`config.mk`:
```
export PLATFORM = sky130hd
export DESIGN_NAME = nco_poly_flat
export DESIGN_NICKNAME = d
export VERILOG_FILES = /design/src/rtl/nco_poly_if.sv /design/src/rtl/nco_poly.sv /design/src/flat_wrapper.sv
export SDC_FILE = /design/constraint.sdc
export NUM_CORES = 1
export LEC_CHECK = 0
export ABC_AREA = 0
export CORE_ASPECT_RATIO = 2
export CORE_MARGIN = 2
export CORE_UTILIZATION = 69
export CTS_BUF_LIST = sky130_fd_sc_hd__clkbuf_16
export DETAILED_ROUTE_END_ITERATION = 8
export PLACE_DENSITY = 0.88
export SLEW_MARGIN = 25
export SYNTH_ARGS = -nofsm -noshare
export SYNTH_HDL_FRONTEND = slang
export SYNTH_HIERARCHICAL = 1
export SYNTH_SLANG_ARGS = --single-unit
```
`constraint.sdc`:
```
create_clock -name clk_i -period 9.95 [get_ports clk_i]
set_clock_uncertainty 0.05 [all_clocks]
set_input_delay 1.4925 -clock clk_i [delete_from_list [all_inputs] [get_ports clk_i]]
set_output_delay 1.4925 -clock clk_i [all_outputs]
set_load 0.01 [all_outputs]
```
`src/rtl/nco_poly_if.sv`:
```
// Control/status bundle between the note/gate logic and the polyphonic NCO.
// The master drives note writes and the waveform select; the slave (the NCO) returns samples.
interface nco_poly_if #(
   parameter int VW = 2
);
   logic          NOTE_WE;
   logic [VW-1:0] NOTE_CH;
   logic [6:0]    NOTE_NUM;
   logic          NOTE_GATE;
   logic [6:0]    WAVE_SEL;
   logic          SAMPLE_STB;
   logic [7:0]    OUTPUT;
   logic          OVERRUN;

   modport master (
      output NOTE_WE, NOTE_CH, NOTE_NUM, NOTE_GATE, WAVE_SEL,
      input  SAMPLE_STB, OUTPUT, OVERRUN
   );

   modport slave (
      input  NOTE_WE, NOTE_CH, NOTE_NUM, NOTE_GATE, WAVE_SEL,
      output SAMPLE_STB, OUTPUT, OVERRUN
   );
endinterface

```
`src/rtl/nco_poly.sv`:
```
// Polyphonic NCO: VOICES phase accumulators scanned once per sample tick through
// shared step/sample ROMs, mixed into one unsigned 8-bit sample.

// MIDI note -> 16-bit phase step; top octave is an equal-tempered table, lower
// octaves are the same table shifted right.
module nco_step_rom (
   input  logic        clk_i,
   input  logic        rst_i,
   input  logic        ce_i,
   input  logic [6:0]  addr_i,
   output logic [15:0] data_o
);
   function automatic logic [15:0] step_of(input logic [6:0] n);
      logic [6:0]  oct;
      logic [6:0]  semi;
      logic [15:0] base;
      oct  = n / 7'd12;
      semi = n - oct * 7'd12;
      case (semi)
         7'd0:    base = 16'd32768;
         7'd1:    base = 16'd34716;
         7'd2:    base = 16'd36781;
         7'd3:    base = 16'd38968;
         7'd4:    base = 16'd41285;
         7'd5:    base = 16'd43740;
         7'd6:    base = 16'd46341;
         7'd7:    base = 16'd49097;
         7'd8:    base = 16'd52016;
         7'd9:    base = 16'd55109;
         7'd10:   base = 16'd58386;
         default: base = 16'd61858;
      endcase
      return base >> (7'd10 - oct);
   endfunction

   logic [15:0] data_q;

   always_ff @(posedge clk_i or posedge rst_i) begin
      if (rst_i)     data_q <= '0;
      else if (ce_i) data_q <= step_of(addr_i);
   end

   assign data_o = data_q;
endmodule

// Waveform ROM: A1[1:0] picks saw/square/triangle/reverse-saw, A1[2] inverts,
// A1[6:3] rotates the phase in 1/16-cycle steps.
module nco_sample_rom (
   input  logic       clk_i,
   input  logic       rst_i,
   input  logic       ce_i,
   input  logic [6:0] a0_i,
   input  logic [6:0] a1_i,
   output logic [7:0] data_o
);
   function automatic logic [7:0] shape(input logic [6:0] ph, input logic [6:0] w);
      logic [6:0] p;
      logic [7:0] s;
      p = ph + {w[6:3], 3'b000};
      case (w[1:0])
         2'd0:    s = {p, 1'b0};
         2'd1:    s = {8{p[6]}};
         2'd2:    s = p[6] ? ~{p[5:0], 2'b00} : {p[5:0], 2'b00};
         default: s = ~{p, 1'b0};
      endcase
      return w[2] ? ~s : s;
   endfunction

   logic [7:0] data_q;

   always_ff @(posedge clk_i or posedge rst_i) begin
      if (rst_i)     data_q <= '0;
      else if (ce_i) data_q <= shape(a0_i, a1_i);
   end

   assign data_o = data_q;
endmodule

// One voice: note, gate and phase state. A note write that opens the gate
// restarts the phase and overrides an accumulate landing on the same edge.
module nco_voice #(
   parameter int PHASE_W = 24
) (
   input  logic        clk_i,
   input  logic        rst_i,
   input  logic        wr_i,
   input  logic [6:0]  note_i,
   input  logic        gate_i,
   input  logic        acc_i,
   input  logic [15:0] step_i,
   output logic [6:0]  note_o,
   output logic        gate_o,
   output logic [6:0]  ptop_o
);
   logic [PHASE_W-1:0] phase_q, phase_d;
   logic [6:0]         note_q, note_d;
   logic               gate_q, gate_d;

   always_comb begin
      phase_d = phase_q;
      note_d  = note_q;
      gate_d  = gate_q;
      if (acc_i && gate_q) phase_d = phase_q + PHASE_W'(step_i);
      if (wr_i) begin
         note_d = note_i;
         gate_d = gate_i;
         if (gate_i && !gate_q) phase_d = '0;
      end
   end

   always_ff @(posedge clk_i or posedge rst_i) begin
      if (rst_i) begin
         phase_q <= '0;
         note_q  <= '0;
         gate_q  <= 1'b0;
      end else begin
         phase_q <= phase_d;
         note_q  <= note_d;
         gate_q  <= gate_d;
      end
   end

   assign note_o = note_q;
   assign gate_o = gate_q;
   assign ptop_o = phase_q[PHASE_W-1 -: 7];
endmodule

module nco_poly #(
   parameter int VOICES     = 4,
   parameter int SAMPLE_DIV = 2268,
   parameter int DIV_W      = 12,
   parameter int PHASE_W    = 24,
   parameter int VW         = 2
) (
   input  logic       clk_i,
   input  logic       rst_i,
   nco_poly_if.slave  bus
);
   typedef enum logic [2:0] {IDLE, STEP, ACC, MIX, OUT} state_e;

   state_e                  state_q, state_d;
   logic [DIV_W-1:0]        cnt_q, cnt_d;
   logic                    tick;
   logic [VW-1:0]           v_q, v_d;
   logic [VW+7:0]           acc_q, acc_d, acc_sum;
   logic [7:0]              out_q, out_d;
   logic                    ovr_q, ovr_d;
   logic                    step_ce, smp_ce;
   logic [15:0]             step_w;
   logic [7:0]              smp_w;
   logic [VOICES-1:0]       wr_w, acc_en_w, gate_w;
   logic [VOICES-1:0][6:0]  note_w, ptop_w;

   assign tick  = (cnt_q == DIV_W'(SAMPLE_DIV - 1));
   assign cnt_d = tick ? '0 : cnt_q + 1'b1;

   for (genvar i = 0; i < VOICES; i++) begin : g_voice
      assign wr_w[i]     = bus.NOTE_WE && (bus.NOTE_CH == VW'(i));
      assign acc_en_w[i] = (state_q == ACC) && (v_q == VW'(i));
      nco_voice #(.PHASE_W(PHASE_W)) u_voice (
         .clk_i  (clk_i),
         .rst_i  (rst_i),
         .wr_i   (wr_w[i]),
         .note_i (bus.NOTE_NUM),
         .gate_i (bus.NOTE_GATE),
         .acc_i  (acc_en_w[i]),
         .step_i (step_w),
         .note_o (note_w[i]),
         .gate_o (gate_w[i]),
         .ptop_o (ptop_w[i])
      );
   end

   nco_step_rom u_step_rom (
      .clk_i  (clk_i),
      .rst_i  (rst_i),
      .ce_i   (step_ce),
      .addr_i (note_w[v_q]),
      .data_o (step_w)
   );

   nco_sample_rom u_sample_rom (
      .clk_i  (clk_i),
      .rst_i  (rst_i),
      .ce_i   (smp_ce),
      .a0_i   (ptop_w[v_q]),
      .a1_i   (bus.WAVE_SEL),
      .data_o (smp_w)
   );

   // A muted voice contributes the midpoint so it is silent in the mix.
   assign acc_sum = acc_q + (VW+8)'(gate_w[v_q] ? smp_w : 8'h80);

   always_comb begin
      state_d = state_q;
      v_d     = v_q;
      acc_d   = acc_q;
      out_d   = out_q;
      ovr_d   = ovr_q;
      step_ce = 1'b0;
      smp_ce  = 1'b0;
      if (tick && state_q != IDLE) ovr_d = 1'b1;
      case (state_q)
         IDLE: if (tick) begin
            v_d     = '0;
            acc_d   = '0;
            state_d = STEP;
         end
         STEP: begin
            step_ce = 1'b1;
            state_d = ACC;
         end
         ACC: begin
            smp_ce  = 1'b1;
            state_d = MIX;
         end
         MIX: begin
            acc_d = acc_sum;
            if (v_q == VW'(VOICES - 1)) begin
               out_d   = acc_sum[VW+7:VW];
               state_d = OUT;
            end else begin
               v_d     = v_q + 1'b1;
               state_d = STEP;
            end
         end
         OUT:     state_d = IDLE;
         default: state_d = IDLE;
      endcase
   end

   always_ff @(posedge clk_i or posedge rst_i) begin
      if (rst_i) begin
         state_q <= IDLE;
         cnt_q   <= '0;
         v_q     <= '0;
         acc_q   <= '0;
         out_q   <= 8'h80;
         ovr_q   <= 1'b0;
      end else begin
         state_q <= state_d;
         cnt_q   <= cnt_d;
         v_q     <= v_d;
         acc_q   <= acc_d;
         out_q   <= out_d;
         ovr_q   <= ovr_d;
      end
   end

   assign bus.SAMPLE_STB = (state_q == OUT);
   assign bus.OUTPUT     = out_q;
   assign bus.OVERRUN    = ovr_q;
endmodule

```
`src/flat_wrapper.sv`:
```
// flat-port wrapper written by rule: the top's interface ports become plain ports
module nco_poly_flat 
#(
   parameter int VOICES     = 4,
   parameter int SAMPLE_DIV = 2268,
   parameter int DIV_W      = 12,
   parameter int PHASE_W    = 24,
   parameter int VW         = 2
)
  (clk_i, rst_i, bus_NOTE_WE, bus_NOTE_CH, bus_NOTE_NUM, bus_NOTE_GATE, bus_WAVE_SEL, bus_SAMPLE_STB, bus_OUTPUT, bus_OVERRUN);
  nco_poly_if #(.VW(VW)) bus_i ();
  input  logic clk_i;
  input  logic rst_i;
  input wire logic [$bits(bus_i.NOTE_WE)-1:0] bus_NOTE_WE;
  input wire logic [$bits(bus_i.NOTE_CH)-1:0] bus_NOTE_CH;
  input wire logic [$bits(bus_i.NOTE_NUM)-1:0] bus_NOTE_NUM;
  input wire logic [$bits(bus_i.NOTE_GATE)-1:0] bus_NOTE_GATE;
  input wire logic [$bits(bus_i.WAVE_SEL)-1:0] bus_WAVE_SEL;
  output wire logic [$bits(bus_i.SAMPLE_STB)-1:0] bus_SAMPLE_STB;
  output wire logic [$bits(bus_i.OUTPUT)-1:0] bus_OUTPUT;
  output wire logic [$bits(bus_i.OVERRUN)-1:0] bus_OVERRUN;
  assign bus_i.NOTE_WE = bus_NOTE_WE;
  assign bus_i.NOTE_CH = bus_NOTE_CH;
  assign bus_i.NOTE_NUM = bus_NOTE_NUM;
  assign bus_i.NOTE_GATE = bus_NOTE_GATE;
  assign bus_i.WAVE_SEL = bus_WAVE_SEL;
  assign bus_SAMPLE_STB = bus_i.SAMPLE_STB;
  assign bus_OUTPUT = bus_i.OUTPUT;
  assign bus_OVERRUN = bus_i.OVERRUN;
  nco_poly #(.VOICES(VOICES), .SAMPLE_DIV(SAMPLE_DIV), .DIV_W(DIV_W), .PHASE_W(PHASE_W), .VW(VW)) u_core (.clk_i(clk_i), .rst_i(rst_i), .bus(bus_i));
endmodule
```
==> impl_metrics.csv, run 1 <==
group,metric,value,unit
placed_design,port_buffers,29,
cts,ctsHoldBuffers,0,
synth,syn_area_per_cell,9.09,um^2
power_and_ir_drop,powerDensity,190,nW/um^2
cts,clk_pin_slew,70,ps
timing,setup_violations,0,
layout,post-route-cell-area,15400,um^2
synth,synth_top_area_cell,"dfrtp_1",
critical_path,r2r_slack,3450,ps
drt,wl_per_cell,22.2,um
critical_path,crit_slowest_cell,"dfrtp_1",
floorplan,coreArea,20800,um^2
synth,syn_nets,1723,
timing,slew_viol_final,0,
critical_path,rr_worst_depth,18,
drt,drtAntennaViolNets,0,
timing,rsz0062_at_grt,"false",
synth,synth.top_cell.area_share,32.2,%
run_status,status,"complete, no violations",
critical_path,required,10260,ps
power_and_ir_drop,p_leak,0.00689,uW
critical_path,cp.arrival,6810,ps
job,cap_viol_max_count,0,
cts,clock_latency,450,ps
synth,synth_area_leaders,"dfrtp_1 32%, ha_1 8.2%, a21oi_1 4.2%, nand2_1 4.0%, o21ai_0 3.0%",
synth,netlist_instances,1600,
timing,max_clock_freq,154,MHz
min_path,holdCritPathClass,"reg2reg",
floorplan,dieArea,22300,um^2
placed_design,hpwl,30.0,mm
min_path,holdPathStages,1,
synth,yosysUniqueCellTypes,119,
timing,min_period_over_period,65.3,%
cts,cts_max_level,4,
global_route,grtUsageTotal,37.7,%
placed_design,dpl_cell_area,14800,um^2
global_route,grt_max_degree,37,
synth,synth-async-reset-ratio,100,%
cts,cts_tree,"done",
cts,cts_inserted_buffers,17,
cts,cts-root-buf,"clkbuf_16",
cts,clock_path_buffers,2,
layout,mostFrequentLayoutCell,"dfrtp_1",
layout,antenna_cells,0,
timing,finalHoldViolCount,0,
synth,yosysSeqAreaShare,32.3,%
synth,synth-seq-cells,188,
synth,synth-edff-count,0,
critical_path,crit_chain,"mux4_2, nor2b_2, a22oi_1, o21bai_1, nor2_4, inv_4, ha_1, buf_4, inv_1, ha_1, nor2b_1, o311ai_0, and3_1, or2_0, o32ai_4, o32ai_1, a22oi_1, o221ai_1",
cts,clock_sinks,188,
critical_path,crit_start,"u_core/v_q[1]",
critical_path,worstPathMaxFanout,27,
critical_path,path_class,"reg2reg",
global_route,grt_pass1_vias,13100,
synth,syn_area,14600,um^2
drt,vias_per_cell,7.04,
global_route,antenna_found_initial,0,
placed_design,gp_congestion,1.04,
critical_path,end_kind,"flop",
floorplan,die_w,107,um
drt,routed_wl,41.2,mm
floorplan,row_count,75,
global_route,grt_pass1_wl,66.0,mm
min_path,holdCritStartpoint,"u_core/bus.OVERRUN",
floorplan,die_h,209,um
layout,drive_above_1_share,11.1,%
min_path,holdPathEnd,"u_core/bus.OVERRUN",
synth,yosysWarnings,6,
drt,drt_pre_antenna_iters,6,
power_and_ir_drop,vdd_drop_max,0.226,mV
cts,cts_resized,0,
timing,worstMarginPinSlew,1000,ps
floorplan,io_pins,30,
critical_path,r2r-end,"u_core/u_step_rom/data_o[4]",
timing,period_minus_slack,6500,ps
cts,cts_setup_buffers,0,
synth,synthFlopType,"dfrtp_1",
layout,most-common-layout-cells,"187 x dfrtp_1, 155 x nand2_1, 121 x a21oi_1",
drt,drtIter0Drc,1148,
timing,relSlewSlack,33.2,%
layout,layout.nets,1693,
critical_path,critPathMaxStageDelay,870,ps
critical_path,cp-start-kind,"flop",
global_route,grt_overflow_total,0,
drt,vias,13000,
drt,drcViolationCount,0,
floorplan,start_util,69.8,%
layout,area.growth.synth_to_final,5.61,%
timing,fin_setup_tns,0,ps
layout,fillers,1521,
critical_path,reg2reg_from,"u_core/v_q[1]",
[cell usage after synthesis (25+ instances only)]
master      n
ha_1       95
clkbuf_1   33
o21ai_1    25
nor2_1    113
o211ai_1   26
nand4_1    26
a21oi_1   121
dfrtp_1   187
a21o_1     33
nor3_1     33
nand2_1   155
mux2_2     33
inv_1      57
a211oi_1   25
o21ai_0    86
xnor2_1    46
buf_4      30
and3_1     28
nand3_1    51
[worst max-delay path by stage]
stage | endpoint
after global routing | u_core/u_step_rom/data_o[8]
after floorplan | u_core/u_step_rom/data_o[0]
after detailed placement | u_core/u_step_rom/data_o[4]
final | u_core/u_step_rom/data_o[4]
after CTS | u_core/u_step_rom/data_o[4]
after global placement | u_core/u_step_rom/data_o[0]
[final cells by class]
cell class                      count  area, um^2  share of cell area (%)
Tap cell                          269         337                    2.19
Clock inverter                     15         173                    1.12
Timing Repair Buffer               44         403                    2.62
Inverter                           60         228                    1.48
Multi-Input combinational cell   1259        9100                    59.2
Sequential cell                   188        4710                    30.6
Clock buffer                       17         425                    2.77
[metrics by stage]
| stage | hold WS [ps] | instances | util, % | total power (uW) | setup WS, ps |
|---|---|---|---|---|---|
| after floorplan | 374 | 1600 | - | 1920 | 4490 |
| after global placement | 386 | 1820 | 70.9 | 2150 | 3740 |
| after detailed placement | 394 | 1820 | 70.9 | 2180 | 3630 |
| after CTS | 410 | 1852 | 73.8 | 2890 | 3580 |
| after global routing | 430 | 1852 | 73.8 | 3070 | 3010 |
| final | 407 | 1852 | 73.8 | 2920 | 3450 |
[cells by family after synthesis]
family                   Yosys count  share of synthesized area (%)
AO/OA/AOI/OAI                    504                           24.7
XOR/XNOR                          67                           4.34
adder cells (fa/ha/maj)          104                           9.35
buffers and inverters            153                           5.18
flip-flops                       188                           32.3
multiplexers                      67                           6.18
AND/OR/NAND/NOR                  517                           17.9
[metal layers]
metal | part of all wire, % | track usage, % | vias up
met5 | 0 | 0 | -
met4 | 7.9 | 27.9 | 0
met3 | 6.5 | 7.48 | 217
met2 | 51 | 65.7 | 615
met1 | 34 | 39.5 | 6343
li1 | - | - | 5872
[critical path: cells and delay by family, from the launching register on]
family / cells / cell delay (ps)
AO/OA/AOI/OAI: 7 / 2050
AND/OR/NAND/NOR: 5 / 1510
flip-flops: 1 / 870
buffers and inverters: 3 / 790
adder cells (fa/ha/maj): 2 / 590
multiplexers: 1 / 510
[flip-flops by register name, indices dropped and copies added, names as in the netlist]
| signal | flops |
|---|---|
| u_core/u_step_rom/data_o | 16 |
| u_core/g_voice.u_voice/gate_o | 4 |
| u_core/bus.OVERRUN | 1 |
| u_core/v_q | 2 |
| u_core/acc_q | 10 |
| u_core/bus.OUTPUT | 8 |
| u_core/g_voice.u_voice/note_o | 28 |
| u_core/cnt_q | 12 |
| u_core/g_voice.u_voice/phase_q | 96 |
| u_core/u_sample_rom/data_o | 8 |
| u_core/state_q | 3 |
[power by group]
part	leakage, uW	total, uW	internal, uW	switching, uW
Combinational	0.00415	1270	454	821
Sequential	0.00245	945	859	86.3
Clock	0.000282	703	394	308
(Power assumes the default switching activity.)
==> run 2: changes to the inputs <==
--- a/config.mk
+++ b/config.mk
@@ -8,10 +8,10 @@
 export ABC_AREA = 0
 export CORE_ASPECT_RATIO = 2
 export CORE_MARGIN = 2
-export CORE_UTILIZATION = 69
+export CORE_UTILIZATION = 58
 export CTS_BUF_LIST = sky130_fd_sc_hd__clkbuf_16
 export DETAILED_ROUTE_END_ITERATION = 8
-export PLACE_DENSITY = 0.88
+export PLACE_DENSITY = 0.79
 export SLEW_MARGIN = 25
 export SYNTH_ARGS = -nofsm -noshare
 export SYNTH_HDL_FRONTEND = slang
==> constraint.sdc (replaced) <==
create_clock -name clk_i -period 5.2 [get_ports clk_i]
set_clock_uncertainty 0.05 [all_clocks]
set_input_delay 0.78 -clock clk_i [delete_from_list [all_inputs] [get_ports clk_i]]
set_output_delay 0.78 -clock clk_i [all_outputs]
set_load 0.01 [all_outputs]
==> run 2 against run 1 <==
Effect of this change: critical path depth is 1 higher; sequential share of layout area is 0.46 points lower; clock power is 88% higher; hold slack got worse by 1.1 ps; routed wire length fell by 3.1%; global-route usage down 7.2 points; critical endpoint is now u_core/u_step_rom/data_o[1]; highest routed layer unchanged.
==> impl_metrics.csv, run 2 (synthesis gave the netlist of run 1 again) <==
group,metric,value,unit
floorplan,die_h,228,um
drt,drcViolationCount,0,
layout,most-common-layout-cells,"186 x dfrtp_1, 155 x nand2_1, 121 x a21oi_1",
min_path,holdCritPathClass,"reg2reg",
cts,clock_latency,450,ps
cts,cts_max_level,4,
layout,antenna_cells,0,
drt,vias_per_cell,6.56,
critical_path,required,5440,ps
critical_path,cp-start-kind,"flop",
layout,mostFrequentLayoutCell,"dfrtp_1",
job,cap_viol_max_count,0,
drt,vias,12700,
floorplan,io_pins,30,
timing,period_minus_slack,5000,ps
timing,setup_violations,0,
power_and_ir_drop,vdd_drop_max,0.225,mV
placed_design,gp_congestion,0.943,
global_route,grt_overflow_total,0,
timing,worstMarginPinSlew,1130,ps
placed_design,post-place-ws,-169,ps
critical_path,path_class,"reg2reg",
floorplan,coreArea,24800,um^2
critical_path,cp.arrival,5240,ps
global_route,grt_pass1_vias,12400,
placed_design,dpl_cell_area,15000,um^2
global_route,grt_max_degree,33,
drt,routed_wl,39.9,mm
critical_path,worstPathMaxFanout,8,
drt,drtAntennaViolNets,0,
cts,clock_sinks,188,
drt,drt_pre_antenna_iters,7,
layout,drive_above_1_share,12.4,%
power_and_ir_drop,powerDensity,365,nW/um^2
global_route,antenna_found_initial,0,
layout,fillers,2097,
timing,min_period_over_period,96.2,%
floorplan,die_w,116,um
cts,clock_path_buffers,2,
drt,drtIter0Drc,972,
timing,max_clock_freq,200,MHz
floorplan,dieArea,26400,um^2
cts,cts_inserted_buffers,17,
placed_design,hpwl,28.9,mm
power_and_ir_drop,p_leak,0.00698,uW
global_route,grtUsageTotal,30.5,%
floorplan,start_util,58.6,%
timing,slew_viol_final,0,
layout,post-route-cell-area,15600,um^2
layout,area.growth.synth_to_final,7.27,%
layout,layout.nets,1709,
layout,top_register,"u_core/g_voice.u_voice/phase_q",
floorplan,row_count,82,
global_route,grt_pass1_wl,64.0,mm
timing,finalHoldViolCount,0,
placed_design,port_buffers,29,
cts,clk_pin_slew,70,ps
drt,wl_per_cell,20.6,um
timing,layout_setup_ws,199,ps
timing,relSlewSlack,24.7,%
cts,cts-root-buf,"clkbuf_16",
layout,largest_reg_flops,96,
run_status,status,"complete, no violations",
cts,ctsHoldBuffers,0,
critical_path,end_kind,"flop",
cts,cts_tree,"done",
[run 2: cell types whose count changed in the layout (fill, tap and decap cells not counted), sizes merged]
cell / previous run / this run
bufinv: 3 / 2
xnor3: 1 / 2
buf: 15 / 30
clkinv: 7 / 4
inv: 62 / 66
[run 2: report_power, final]
group / leakage [uW] / switching (uW) / internal (uW)
sequential: 0.00245 / 169 / 1640
clock: 0.000278 / 604 / 717
combinational: 0.00425 / 1580 / 982
[run 2: worst paths after layout]
check,slack (ps),from,depth (start not counted),end
setup / recovery,200,u_core/v_q[0],19,u_core/u_step_rom/data_o[1]
hold / removal,410,u_core/cnt_q[0],1,u_core/cnt_q[0]
setup reg to reg,200,u_core/v_q[0],19,u_core/u_step_rom/data_o[1]
hold reg to reg,410,u_core/cnt_q[0],1,u_core/cnt_q[0]
max in group asynchronous,3000,rst_i,3,u_core/bus.OUTPUT[7]
min in group asynchronous,1080,rst_i,2,u_core/u_sample_rom/data_o[6]
[run 2: timing repair]
action | 4_1_cts | 5_1_grt
endpoints found under the setup margin | 6 | 9
cloned | 0 | 1
buffers inserted | 0 | 2
gates resized for setup | 2 | 6
pin swaps | 0 | 2
hold endpoints to repair | 0 | 0
[run 2: routing by layer]
metal | GRT usage, % | routed length, um | vias up
li1 | - | - | 5899
met1 | 39.6 | 16400 | 6259
met2 | 50.1 | 19500 | 431
met3 | 4.38 | 2310 | 102
met4 | 13.7 | 1720 | 0
met5 | 0 | 0 | -
[run 2: final cells by class]
cell class              instances  area, um^2  share of cell area (%)
multi-input cells            1260        9150                    58.6
flip-flops and latches        188        4710                    30.2
repair buffers                 59         519                    3.33
clock buffers                  17         425                    2.73
well taps                     336         420                    2.69
inverters                      60         228                    1.46
clock inverters                15         163                    1.04
[run 2: metrics by stage]
stage                     std cells  TNS, ps  utilization [%]  total power, uW  hold slack (ps)
after floorplan                1600        0                -             3680              374
after global placement         1900        0             60.2             4190              385
after detailed placement       1900     -287             60.2             4260              404
after CTS                      1932        0             62.6             5600              413
after global routing           1935    -63.1             62.9             6020              415
final                          1935        0             62.9             5690              406
[run 2: critical path: stages, from the launching register on]
cell and delay (ps):
dfrtp_2 480, mux4_2 570, buf_4 190, nand3b_1 120, o21ai_0 150, buf_4 170, a21o_1 170, ha_1 230
fa_1 480, inv_1 50, ha_1 290, and2b_1 180, o311ai_0 150, and3_1 220, buf_4 170, a2111o_1 370
mux2i_1 310, a221oi_1 160, o31ai_1 280, a31oi_1 60
